<file path="config.mk">
export PLATFORM = sky130hd
export DESIGN_NAME = counter_arbiter
export DESIGN_NICKNAME = d
export VERILOG_FILES = /design/src/rtl/cnt_arb_pkg.sv /design/src/rtl/rr_arbiter.sv /design/src/rtl/counter_arbiter.sv
export SDC_FILE = /design/constraint.sdc
export NUM_CORES = 1
export LEC_CHECK = 0
export ABC_AREA = 1
export CAP_MARGIN = 15
export CORE_MARGIN = 4
export CORE_UTILIZATION = 47
export CTS_CLUSTER_DIAMETER = 60
export DETAILED_ROUTE_END_ITERATION = 6
export HOLD_SLACK_MARGIN = 0.02
export PLACE_DENSITY = 0.8
export SYNTH_ARGS = -nofsm -noshare
export SYNTH_HDL_FRONTEND = slang
export SYNTH_HIERARCHICAL = 1
export SYNTH_SLANG_ARGS = --single-unit
</file>
<file path="constraint.sdc">
create_clock -name clk -period 3.6 [get_ports clk]
set_input_delay 0.9 -clock clk [delete_from_list [all_inputs] [get_ports clk]]
set_output_delay 0.9 -clock clk [all_outputs]
set_load 0.05 [all_outputs]
</file>
<file path="src/rtl/cnt_arb_pkg.sv">
// Shared definitions for the arbitrated counter: op encoding and FSM states.
package cnt_arb_pkg;

  localparam logic [1:0] OP_READ = 2'b00;
  localparam logic [1:0] OP_INC  = 2'b01;
  localparam logic [1:0] OP_DEC  = 2'b10;
  localparam logic [1:0] OP_LOAD = 2'b11;

  typedef enum logic [1:0] {
    IDLE = 2'd0,
    EXEC = 2'd1,
    RESP = 2'd2
  } state_e;

endpackage

</file>
<file path="src/rtl/rr_arbiter.sv">
// Round-robin picker: grants the first asserted request at or after ptr_i,
// wrapping past NUM_REQ-1 back to 0.
module rr_arbiter #(
  parameter int  NUM_REQ = 4,
  localparam int IW      = $clog2(NUM_REQ)
) (
  input  logic [NUM_REQ-1:0] req_i,
  input  logic [IW-1:0]      ptr_i,
  output logic [NUM_REQ-1:0] gnt_o,
  output logic [IW-1:0]      idx_o,
  output logic               any_o
);

  int            cand;
  logic [IW-1:0] cand_idx;

  always_comb begin
    gnt_o    = '0;
    idx_o    = '0;
    any_o    = 1'b0;
    cand     = 0;
    cand_idx = '0;
    for (int i = 0; i < NUM_REQ; i++) begin
      cand = int'(ptr_i) + i;
      if (cand >= NUM_REQ) cand = cand - NUM_REQ;
      cand_idx = cand[IW-1:0];
      if (!any_o && req_i[cand_idx]) begin
        any_o           = 1'b1;
        idx_o           = cand_idx;
        gnt_o[cand_idx] = 1'b1;
      end
    end
  end

endmodule

</file>
<file path="src/rtl/counter_arbiter.sv">
// Shared counter arbitrated among NUM_REQ requesters; every command takes
// three cycles: accept, apply, respond.
//
// state | meaning
// IDLE  | honour clear, otherwise accept the round-robin winner
// EXEC  | apply the latched op to the counter and capture wrap
// RESP  | present the response, move the pointer past the winner
module counter_arbiter
  import cnt_arb_pkg::*;
#(
  parameter int  NUM_REQ = 4,
  parameter int  WIDTH   = 4,
  localparam int IW      = $clog2(NUM_REQ)
) (
  input  logic                     clk,
  input  logic                     reset,
  input  logic [NUM_REQ-1:0]       req_valid,
  input  logic [2*NUM_REQ-1:0]     req_op,
  input  logic [WIDTH*NUM_REQ-1:0] req_data,
  input  logic                     clear,
  output logic [NUM_REQ-1:0]       req_ready,
  output logic [WIDTH-1:0]         count,
  output logic                     rsp_valid,
  output logic [IW-1:0]            rsp_id,
  output logic [WIDTH-1:0]         rsp_count,
  output logic                     wrap
);

  state_e             state_q, state_d;
  logic [WIDTH-1:0]   count_q, count_d;
  logic [IW-1:0]      ptr_q, ptr_d;
  logic [IW-1:0]      win_q, win_d;
  logic [1:0]         op_q, op_d;
  logic [WIDTH-1:0]   data_q, data_d;
  logic               wrap_q, wrap_d;

  logic [NUM_REQ-1:0] gnt;
  logic [IW-1:0]      gnt_idx;
  logic               gnt_any;
  logic [1:0]         sel_op;
  logic [WIDTH-1:0]   sel_data;

  rr_arbiter #(.NUM_REQ(NUM_REQ)) u_rr (
    .req_i (req_valid),
    .ptr_i (ptr_q),
    .gnt_o (gnt),
    .idx_o (gnt_idx),
    .any_o (gnt_any)
  );

  // One-hot grant selects the winner's op and data slice.
  always_comb begin
    sel_op   = OP_READ;
    sel_data = '0;
    for (int i = 0; i < NUM_REQ; i++) begin
      if (gnt[i]) begin
        sel_op   = req_op[2*i +: 2];
        sel_data = req_data[WIDTH*i +: WIDTH];
      end
    end
  end

  always_ff @(posedge clk) begin
    if (reset) begin
      state_q <= IDLE;
      count_q <= '0;
      ptr_q   <= '0;
      win_q   <= '0;
      op_q    <= OP_READ;
      data_q  <= '0;
      wrap_q  <= 1'b0;
    end else begin
      state_q <= state_d;
      count_q <= count_d;
      ptr_q   <= ptr_d;
      win_q   <= win_d;
      op_q    <= op_d;
      data_q  <= data_d;
      wrap_q  <= wrap_d;
    end
  end

  always_comb begin
    state_d = state_q;
    count_d = count_q;
    ptr_d   = ptr_q;
    win_d   = win_q;
    op_d    = op_q;
    data_d  = data_q;
    wrap_d  = wrap_q;
    unique case (state_q)
      IDLE: begin
        if (clear) begin
          count_d = '0;
        end else if (gnt_any) begin
          win_d   = gnt_idx;
          op_d    = sel_op;
          data_d  = sel_data;
          wrap_d  = 1'b0;
          state_d = EXEC;
        end
      end
      EXEC: begin
        // clear is deliberately not looked at here or in RESP
        case (op_q)
          OP_INC: begin
            count_d = count_q + WIDTH'(1);
            wrap_d  = &count_q;
          end
          OP_DEC: begin
            count_d = count_q - WIDTH'(1);
            wrap_d  = ~|count_q;
          end
          OP_LOAD: begin
            count_d = data_q;
            wrap_d  = 1'b0;
          end
          default: begin
            wrap_d  = 1'b0;
          end
        endcase
        state_d = RESP;
      end
      RESP: begin
        ptr_d   = (win_q == IW'(NUM_REQ - 1)) ? '0 : win_q + IW'(1);
        state_d = IDLE;
      end
      default: begin
        state_d = IDLE;
      end
    endcase
  end

  always_comb begin
    req_ready = '0;
    rsp_valid = 1'b0;
    rsp_id    = '0;
    rsp_count = '0;
    wrap      = 1'b0;
    if (!reset) begin
      if (state_q == IDLE && !clear) req_ready = gnt;
      if (state_q == RESP) begin
        rsp_valid = 1'b1;
        rsp_id    = win_q;
        rsp_count = count_q;
        wrap      = wrap_q;
      end
    end
  end

  assign count = count_q;

endmodule

</file>
Word level (Yosys, flattened, before mapping)

Index checks and enable logic that the tools add are counted.

Add/subtract/negate cells: 10
Bitwise operators: 4
Reductions and logical operators: 21
Eq/ne operators: 10
Multiplexer cells: 61
Magnitude comparators: 12

Operator list:

| cell                                                   | count |
|---|---|
| two-way mux 4 bit                                      | 13 |
| two-way mux 2 bit                                      | 17 |
| two-way mux 1 bit                                      | 18 |
| < comparator 2 x 3 -> 1 bit (second input constant)    | 4 |
| OR 4 bit                                               | 3 |
| one-hot mux 4 bit (3 select lines)                     | 1 |
| >= comparator 3 bit (second input constant)            | 3 |
| AND reduction 3 bit                                    | 3 |
| binary-select mux 1 bit (select 2 bit)                 | 4 |
| demux 1 bit (select 2 bit)                             | 4 |
| == test 2 bit (second input constant)                  | 4 |
| >= comparator 2 x 1 -> 1 bit (second input constant)   | 4 |
| logical AND 1 bit                                      | 8 |
| one-hot mux 4 bit (2 select lines)                     | 1 |
| subtractor 2 x 1 -> 2 bit (second input constant)      | 4 |
| adder 2 x 2 -> 3 bit (second input constant)           | 2 |
| inequality test 2 bit (second input constant)          | 3 |
| zero test 1 bit                                        | 5 |
| adder 4 x 1 -> 4 bit (second input constant)           | 1 |
| == test 2 x 1 -> 1 bit (second input constant)         | 2 |
| inequality test 4 x 3 -> 1 bit (second input constant) | 1 |
| one-hot mux 1 bit (2 select lines)                     | 2 |
| one-hot mux 2 bit (2 select lines)                     | 1 |
| AND reduction 4 bit                                    | 1 |
| other kinds (9)                                        | 9 |

Logic and storage cells: 125
Output and inout bits: 16
Bits of input ports: 31
Bits in registers: 17

Longest topological paths before layout

Gate-level depths: netlist (run 1).

Depth in word-level cells: 18
Gate-level depth with buffers: 15
Mapped depth without buffers: 14

By module

Netlist (run 1), hierarchy kept.

Modules (own cells, without submodules):

| module          | sequential area each (um2) | cells each | area each (um2) | instances |
|---|---|---|---|---|
| counter_arbiter | 340.3                      | 168        | 1098.6          | 1 |
| rr_arbiter      | 0.0                        | 74         | 440.4           | 1 |

Worst setup path after synthesis (run 1)

Ideal clock, no wire load.

Path type: input port to output port
Start point: in reset
End point: out rsp_count[0]
Data required time: 2.700 ns
Stages: 4
Arrival time: 2.655 ns
Setup slack: 0.045 ns
Buffers on the path: 1
Path through: buf_2 > nor2_1 > inv_1 > nor2_1

Longest elaborated chain between the ends: 1

RTL lines:

| what              | RTL line               | text |
|---|---|---|
| from (decl)       | counter_arbiter.sv:16  | `input logic reset,` |
| two-way mux 4 bit | counter_arbiter.sv:140 | `if (!reset) begin` |
| to (decl)         | counter_arbiter.sv:25  | `output logic [WIDTH-1:0] rsp_count,` |

Every way passes these cells.

Final worst setup path (run 1)

Start point: in req_valid[3]
End point: out req_ready[2]

Longest elaborated chain between the ends: 14
Elaborated cells between the ends (all ways): 26
Classes of those cells: mux (17); bitwise (3); reduce/logical (6)

RTL lines:

| what                                    | RTL line               | text |
|---|---|---|
| from (decl)                             | counter_arbiter.sv:17  | `input logic [NUM_REQ-1:0] req_valid,` |
| binary-select mux 1 bit (select 2 bit)  | rr_arbiter.sv:27       | `if (!any_o && req_i[cand_idx]) begin` |
| two-way mux 1 bit (implied by the code) | rr_arbiter.sv:27       |  |
| two-way mux 1 bit                       | rr_arbiter.sv:27       |  |
| zero test 1 bit                         | rr_arbiter.sv:27       |  |
| logical AND 1 bit                       | rr_arbiter.sv:27       |  |
| two-way mux 1 bit                       | rr_arbiter.sv:27       |  |
| zero test 1 bit                         | rr_arbiter.sv:27       |  |
| logical AND 1 bit                       | rr_arbiter.sv:27       |  |
| two-way mux 1 bit                       | rr_arbiter.sv:27       |  |
| zero test 1 bit                         | rr_arbiter.sv:27       |  |
| logical AND 1 bit                       | rr_arbiter.sv:27       |  |
| two-way mux 4 bit *                     | rr_arbiter.sv:27       |  |
| net gnt[2]                              | counter_arbiter.sv:37  | `logic [NUM_REQ-1:0] gnt;` |
| two-way mux 4 bit *                     | counter_arbiter.sv:141 | `if (state_q == IDLE && !clear) req_ready = gnt;` |
| two-way mux 4 bit *                     | counter_arbiter.sv:140 |  |
| to (decl)                               | counter_arbiter.sv:21  | `output logic [NUM_REQ-1:0] req_ready,` |

The timed path passes the listed nets; every way through them passes the cells marked *. The select of a mux whose other input is x is not followed.

==> impl_results.rst, run 1 <==
.. list-table::
   :header-rows: 1

   * - Metric
     - Value
   * - Number of nets in the synthesized netlist
     - 284
   * - Post-layout instance area
     - 0.00222 sq mm
   * - Worst hold slack
     - 0.508 ns
   * - Main combinational cell family by area after synthesis
     - simple AND/OR/NAND/NOR gates
   * - Synth Area in Compound Gates
     - 0.229
   * - Row cnt
     - 20
   * - Post-synthesis register bit count
     - 17
   * - Clock-pin slew reported for the worst setup and hold paths after clock tree synthesis
     - 0.09 ns
   * - Arrival @ worst endpoint
     - 2.57 ns
   * - First-pass GRT wire length
     - 6.73 mm
   * - Routed vias
     - 1763
   * - Effective utilization at floorplan
     - 0.496
   * - Number of buffers inserted during clock tree synthesis
     - 3
   * - Synthesized area per cell
     - 6.36 sq um
   * - Post-layout net count
     - 342
   * - Hold Violations, Final
     - 0
   * - Final min period
     - 3.47 ns
   * - Area share of xor/xnor cells in the synthesized design
     - 0.0114
   * - Hold Path Cell Cnt
     - 2
   * - Die outline area
     - 0.00425 sq mm
   * - Horizontal die dimension
     - 65.2 um
   * - Dominant synthesized flop cell
     - dfxtp_1
   * - Total number of yosys warnings
     - 6
   * - Critical path peak fanout
     - 6
   * - Number of gates given a new drive strength after cts
     - 0
   * - Highest-count cells in the layout ignoring fill and taps
     - nand2_1, a21oi_1, clkdlybuf4s50_1
   * - DRC viols
     - 0
   * - TNS Setup
     - 0 ns
   * - Cell variety after synth
     - 26
   * - Later-pin clock latency in the skew report
     - 0.29 ns
   * - Final worst path period share
     - 0.963
   * - Number of diodes
     - 0
   * - Leakage power
     - 0.993 nW
   * - Async set-reset flop share out of synthesis
     - 0
   * - Cells traversed along the worst timing path
     - clkdlybuf4s50_1 -> inv_1 -> nand2_1 -> nand2_1 -> nand2_1 -> nand2_2 -> inv_1 -> nand3_1 -> nand3_1 -> inv_1 -> nor2_1 -> buf_12
   * - VDD IR max
     - 0.000138 V
   * - Cell chosen for the clock root
     - clkbuf_4
   * - Number of antenna violations at the first check in global routing
     - 0
   * - Post-DP HPWL
     - 3.22 mm
   * - Largest net degree at the start of global routing
     - 14
   * - Fraction of synthesized area in multiplexers
     - 0
   * - Worst R2R Path Depth
     - 14
   * - Clk sink count
     - 17
   * - Crit path required time
     - 2.70 ns
   * - Cell area reported after detailed placement
     - 0.00218 sq mm
   * - Vias in the first global route
     - 1643
   * - Number of max-slew violations in the final report
     - 0
   * - Post-CTS setup buffer count
     - 0
   * - Layout overhead on the synthesized area
     - 44.5%
   * - Max-cap violations
     - 0
   * - Fraction of the yosys area taken by sequential cells
     - 0.221
   * - Endpoint of the lowest-slack register-to-register path
     - data_q[0]
   * - Placer congestion estimate
     - 0.950
   * - Post-synth EDFFs
     - 0
   * - Hold Startpoint
     - win_q[0]
   * - Max Fclk
     - 0.288 GHz
   * - Deepest level of the CTS H-tree
     - 1
   * - Quantity of hold-fixing buffers added after cts
     - 0
   * - Critical Path Max Stage Delay
     - 0.50 ns
   * - Worst Setup Path Type
     - in -> out
   * - Share of synthesized cell area in and, or, nand and nor gates
     - 0.347
   * - Slew at the pin closest to its max-slew limit
     - 0.492 ns
   * - Number of optimization iterations in the first detailed-route pass
     - 5
   * - Status
     - completed
   * - Post-placement setup slack
     - 0.0441 ns
   * - Total power density per cell area
     - 283 mW/mm^2
   * - Summed instance area of the synthesized netlist
     - 0.00154 sq mm
   * - First DRT Iteration DRCs
     - 117
   * - Final Routed Wirelength
     - 3.98 mm
   * - Worst R2R Start
     - ptr_q[0]
   * - Wire per inst
     - 11.6 um
   * - Crit-path slowest cell
     - clkdlybuf4s50_1
   * - Slew headroom
     - 0.671
   * - Via-to-Cell Ratio
     - 5.14
   * - Layout cell share with drive strength beyond 1
     - 0.147
   * - Minimum setup slack in the final design
     - 0.133 ns
   * - Count of input and output buffers
     - 46
   * - Number of setup violations in the final report
     - 0
   * - Clock tree from TritonCTS
     - built
   * - Global-route usage over all layers
     - 0.191
   * - Startpoint class of the critical path
     - input pin
   * - Setup slack on the worst flop-to-flop path
     - 1.21 ns
   * - Clock Path Buffers
     - 2
   * - I/O pins
     - 47
   * - Setup repair after global routing missed its margin
     - no
   * - Worst Hold Class
     - reg -> reg
   * - Commonest non-fill, non-tap cell in the layout
     - nand2_1
   * - Core Footprint
     - 0.00310 sq mm
   * - Adder and majority cell fraction of the synthesized area
     - 0.0894
   * - Post-detailed-route count of antenna-violating nets
     - 0
   * - Fin Clk Skew
     - 0.00499 ns
   * - Setup crit end kind
     - primary output
   * - Layout fillers
     - 278
   * - Remaining Overflow, GRT
     - 0
   * - Hold worst-path end
     - win_q[0]
   * - Y dimension of the die
     - 65.2 um
   * - Number of instances in the synthesized netlist
     - 242
## routing by layer
layer,share of wire,global-route usage,vias to the layer above
met4,0.020,0.0674,0
met1,0.47,0.246,765
met2,0.45,0.316,57
met3,0.061,0.0393,8
met5,0,0,-
li1,-,-,933
## where the power goes
group	internal (W)	total, W	switching, W
Clock	0.0000431	0.000103	0.0000603
Combinational	0.000131	0.000303	0.000173
Sequential	0.000207	0.000223	0.0000159
## flip-flops by register name, summed over array words and instances, names as in the netlist
signal	count
win_q	2
ptr_q	2
state_q	2
count	4
wrap_q	1
op_q	2
data_q	4
## cell usage after synthesis, types with 2 or more instances
library cell | count | share of area
o21ai_0 | 14 | 0.046
nand2_2 | 7 | 0.028
inv_2 | 2 | 0.0049
buf_6 | 2 | 0.015
o211ai_1 | 7 | 0.034
nand3_2 | 2 | 0.013
nand3_1 | 17 | 0.055
buf_2 | 2 | 0.0065
ha_1 | 11 | 0.089
nand4_1 | 11 | 0.045
dfxtp_1 | 17 | 0.22
nand2_1 | 44 | 0.11
nor2_1 | 28 | 0.068
inv_1 | 30 | 0.073
a21oi_1 | 34 | 0.11
a21boi_0 | 4 | 0.020
## per-stage QoR
step,power [W],instances,util
floorplan,0.000423,242,-
global placement,0.000519,338,0.704
detailed placement,0.000523,338,0.704
CTS,0.000627,342,0.712
global route,0.000679,343,0.717
finish,0.000629,343,0.717
## cell type report
class | instances | area [sq um] | share of cell area
timing repair buffer | 57 | 626 | 0.281
clock buffer | 4 | 26.3 | 0.0118
multi-input combinational | 189 | 1060 | 0.475
tap | 44 | 55.1 | 0.0248
inverter | 32 | 120 | 0.0540
sequential | 17 | 340 | 0.153
## worst max-delay path by stage
stage	from	endpoint	cells after the start
after floorplan	reset	rsp_count[0]	4
after global placement	req_valid[3]	req_ready[3]	11
after detailed placement	req_valid[3]	req_ready[3]	11
after CTS	req_valid[3]	req_ready[3]	11
after global routing	req_valid[1]	req_ready[3]	10
final	req_valid[3]	req_ready[2]	12
## critical path, delay by kind of cell
kind,cells,cell delay [ns]
buffers and inverters,5,0.95
AND/OR/NAND/NOR,7,0.72
## logic make-up after synthesis
logic type | count (synthesis)
AO/OA/AOI/OAI | 62
XOR/XNOR | 2
adder cells (fa/ha/maj) | 11
buffers and inverters | 37
flip-flops | 17
AND/OR/NAND/NOR | 113
Note: power is estimated with default switching activity, not from simulation.
==> run 2, diff against run 1 <==
- GPL_ROUTABILITY_DRIVEN: unset -> 0
- TNS_END_PERCENT: unset -> 1
==> results of run 2 <==
Same layout as run 1: the final DEF is identical, and so are final timing and power.
==> run 3, diff against run 2 <==
- CAP_MARGIN: 15 -> 20
- CORE_MARGIN: 4 -> unset
==> run 3 against run 2 <==
Wire length grew 2.8%; clock skew shrank 0.0015 ns; first-iteration DRC count shrank 27%; worst setup slack gained 0.019 ns; sequential share of layout area grew 0.17 points; register-to-register slack lost 0.12 ns; die area shrank 18%; non-clock buffer count shrank 1; combinational power is essentially flat; critical endpoint is now req_ready[3]; largest power group unchanged; highest routed layer is now met3.
==> impl_results.rst, run 3 (synthesized netlist as in run 1, its figures left out) <==
.. list-table::
   :header-rows: 1

   * - Metric
     - Value
   * - Status
     - completed
   * - Post-DP HPWL
     - 3.25 mm (+1.1%)
   * - Number of optimization iterations in the first detailed-route pass
     - 4 (-1)
   * - Post-placement setup slack
     - 0.0571 ns (+0.0130 ns)
   * - Cell family with the largest share of critical-path delay
     - simple AND/OR/NAND/NOR gates
   * - Largest net degree at the start of global routing
     - 14 (unchanged)
   * - Cells traversed along the worst timing path
     - clkdlybuf4s50_1 -> inv_1 -> nand2_1 -> nand3_4 -> nand2_4 -> nor2_4 -> nand4_1 -> nand3_1 -> inv_1 -> nor2_1 -> buf_12
   * - Crit path top cell by count
     - inv_1
   * - Leakage power
     - 0.988 nW (-0.48%)
   * - Count of input and output buffers
     - 46 (unchanged)
   * - Final worst path period share
     - 0.958 (-0.00541)
   * - Clock-pin slew reported for the worst setup and hold paths after clock tree synthesis
     - 0.10 ns (about the same)
   * - Final Routed Wirelength
     - 4.09 mm (+2.8%)
   * - Post-detailed-route count of antenna-violating nets
     - 0 (unchanged)
   * - Row cnt
     - 20 (unchanged)
   * - Y dimension of the die
     - 59.2 um (-9.2%)
   * - Commonest non-fill, non-tap cell in the layout
     - nand2_1
   * - Worst Hold Class
     - reg -> reg
   * - Cell chosen for the clock root
     - clkbuf_4
   * - Die outline area
     - 0.00351 sq mm (-18%)
   * - VDD IR max
     - 0.000202 V (+47%)
   * - Post-CTS setup buffer count
     - 0 (unchanged)
   * - Number of antenna violations at the first check in global routing
     - 0 (unchanged)
   * - Core Footprint
     - 0.00308 sq mm (-0.81%)
   * - Wire per inst
     - 12.0 um (+3.4%)
   * - Crit path required time
     - 2.70 ns (about the same)
   * - Effective utilization at floorplan
     - 0.500 (+0.00403)
   * - Vias in the first global route
     - 1573 (-4.3%)
   * - Worst Setup Path Type
     - in -> out
   * - Util after Layout
     - 0.717 (about the same)
   * - Clk sink count
     - 17 (unchanged)
   * - Cells after DPL
     - 337 (-0.30%)
   * - Clock tree from TritonCTS
     - built
   * - Slew at the pin closest to its max-slew limit
     - 0.495 ns (+0.00287 ns)
   * - Hold Violations, Final
     - 0 (unchanged)
   * - Number of buffers inserted during clock tree synthesis
     - 3 (unchanged)
   * - Total power density per cell area
     - 286 mW/mm^2 (+1.0%)
   * - Startpoint class of the critical path
     - input pin
   * - TNS Setup
     - 0 ns (unchanged)
   * - Deepest level of the CTS H-tree
     - 1 (unchanged)
   * - Later-pin clock latency in the skew report
     - 0.29 ns (about the same)
   * - Number of setup violations in the final report
     - 0 (unchanged)
   * - First-pass GRT wire length
     - 6.62 mm (-1.6%)
   * - Post-layout instance area
     - 0.00221 sq mm (-0.73%)
   * - Critical path peak fanout
     - 9 (+3)
   * - Minimum setup slack in the final design
     - 0.152 ns (+0.0195 ns)
   * - Arrival @ worst endpoint
     - 2.55 ns (-0.02 ns)
   * - Via-to-Cell Ratio
     - 5.16 (+0.42%)
   * - Critical Path Max Stage Delay
     - 0.43 ns (-0.07 ns)
   * - Layout Cells excl Fill
     - 341 (-0.58%)
   * - First DRT Iteration DRCs
     - 85 (-27%)
   * - Setup repair after global routing missed its margin
     - no
   * - Highest-count cells in the layout ignoring fill and taps
     - nand2_1, a21oi_1, clkdlybuf4s50_1
   * - Routed vias
     - 1760 (-0.17%)
   * - Layout cell share with drive strength beyond 1
     - 0.148 (+0.000991)
   * - Final min period
     - 3.45 ns (-0.0195 ns)
   * - Fin Clk Skew
     - 0.00345 ns (-0.00154 ns)
   * - I/O pins
     - 47 (unchanged)
   * - Max-cap violations
     - 0 (unchanged)
   * - DRC viols
     - 0 (unchanged)
   * - Clock Path Buffers
     - 2 (unchanged)
   * - Crit-path slowest cell
     - clkdlybuf4s50_1
   * - Setup crit end kind
     - primary output
   * - Layout overhead on the synthesized area
     - 43.4%
   * - Slew headroom
     - 0.669 (-0.00192)
   * - Remaining Overflow, GRT
     - 0 (unchanged)
   * - Number of diodes
     - 0 (unchanged)
   * - Post-layout net count
     - 340 (-0.58%)
   * - Combined buffer and inverter count along the critical path
     - 4 (-1)
   * - Number of max-slew violations in the final report
     - 0 (unchanged)
   * - Cell area reported after detailed placement
     - 0.00218 sq mm (-0.34%)
   * - Max Fclk
     - 0.290 GHz (+0.56%)
   * - Global-route usage over all layers
     - 0.243 (+0.0513)
   * - Horizontal die dimension
     - 59.2 um (-9.2%)
run 3: changes by cell type in the layout (fill, tap and decap cells not counted):
cell / delta
buf_4: -1
clkbuf_1: -1
clkinv_2: +1
dfxtp_1: -1
dfxtp_2: +1
nor2_4: -1
run 3: path summary, 6_finish.rpt:
check / startpoint / endpoint / slack (ns) / depth (start not counted)
setup / recovery: req_valid[3] / req_ready[3] / 0.15 / 11
hold / removal: win_q[0] / win_q[0] / 0.50 / 2
setup reg to reg: ptr_q[1] / op_q[1] / 1.09 / 14
hold reg to reg: win_q[0] / win_q[0] / 0.50 / 2
run 3: timing repair:
action	in CTS	in global routing
gates resized for setup	0	2
setup endpoints to repair	0	4
hold buffers	0	0
run 3: cell type report:
class                           instances  area (sq um)
Clock inverter                          1          5.00
Inverter                               32           120
Multi-Input combinational cell        188          1040
Fill cell                             291           871
Timing Repair Buffer                   56           618
Clock buffer                            3          22.5
Tap cell                               44          55.1
Sequential cell                        17           342
run 3: per-layer routing:
metal / part of all wire / wire length (um) / global-route usage / vias up
met5: 0 / 0 / 0 / -
met4: 0 / 0 / 0.0408 / 0
li1: - / - / - / 926
met1: 0.49 / 2000 / 0.315 / 780
met2: 0.45 / 1840 / 0.401 / 54
met3: 0.061 / 251 / 0.0721 / 0
run 3: report_power, final:
part,switching [W],total [W],internal (W)
combinational,0.000174,0.000304,0.000130
clock,0.0000611,0.000102,0.0000413
sequential,0.0000177,0.000224,0.000207
run 3: stage by stage:
stage / total power, W / hold WS [ns]
final: 0.000631 / 0.503
after global routing: 0.000680 / 0.544
after CTS: 0.000631 / 0.506
after detailed placement: 0.000530 / 0.491
after global placement: 0.000525 / 0.481
after floorplan: 0.000423 / 0.458
run 3: worst reg2reg max path, stage by stage, from the launching register on:
cell and delay, ns:
dfxtp_2 0.43, inv_1 0.14, ha_1 0.36, inv_1 0.14
nand3_1 0.08, nand2_1 0.08, nor2_2 0.07, a21oi_1 0.14
nand3_1 0.11, buf_4 0.17, nor2_1 0.31, nand2_1 0.09
nand2_1 0.08, o211ai_1 0.09, a21oi_1 0.14
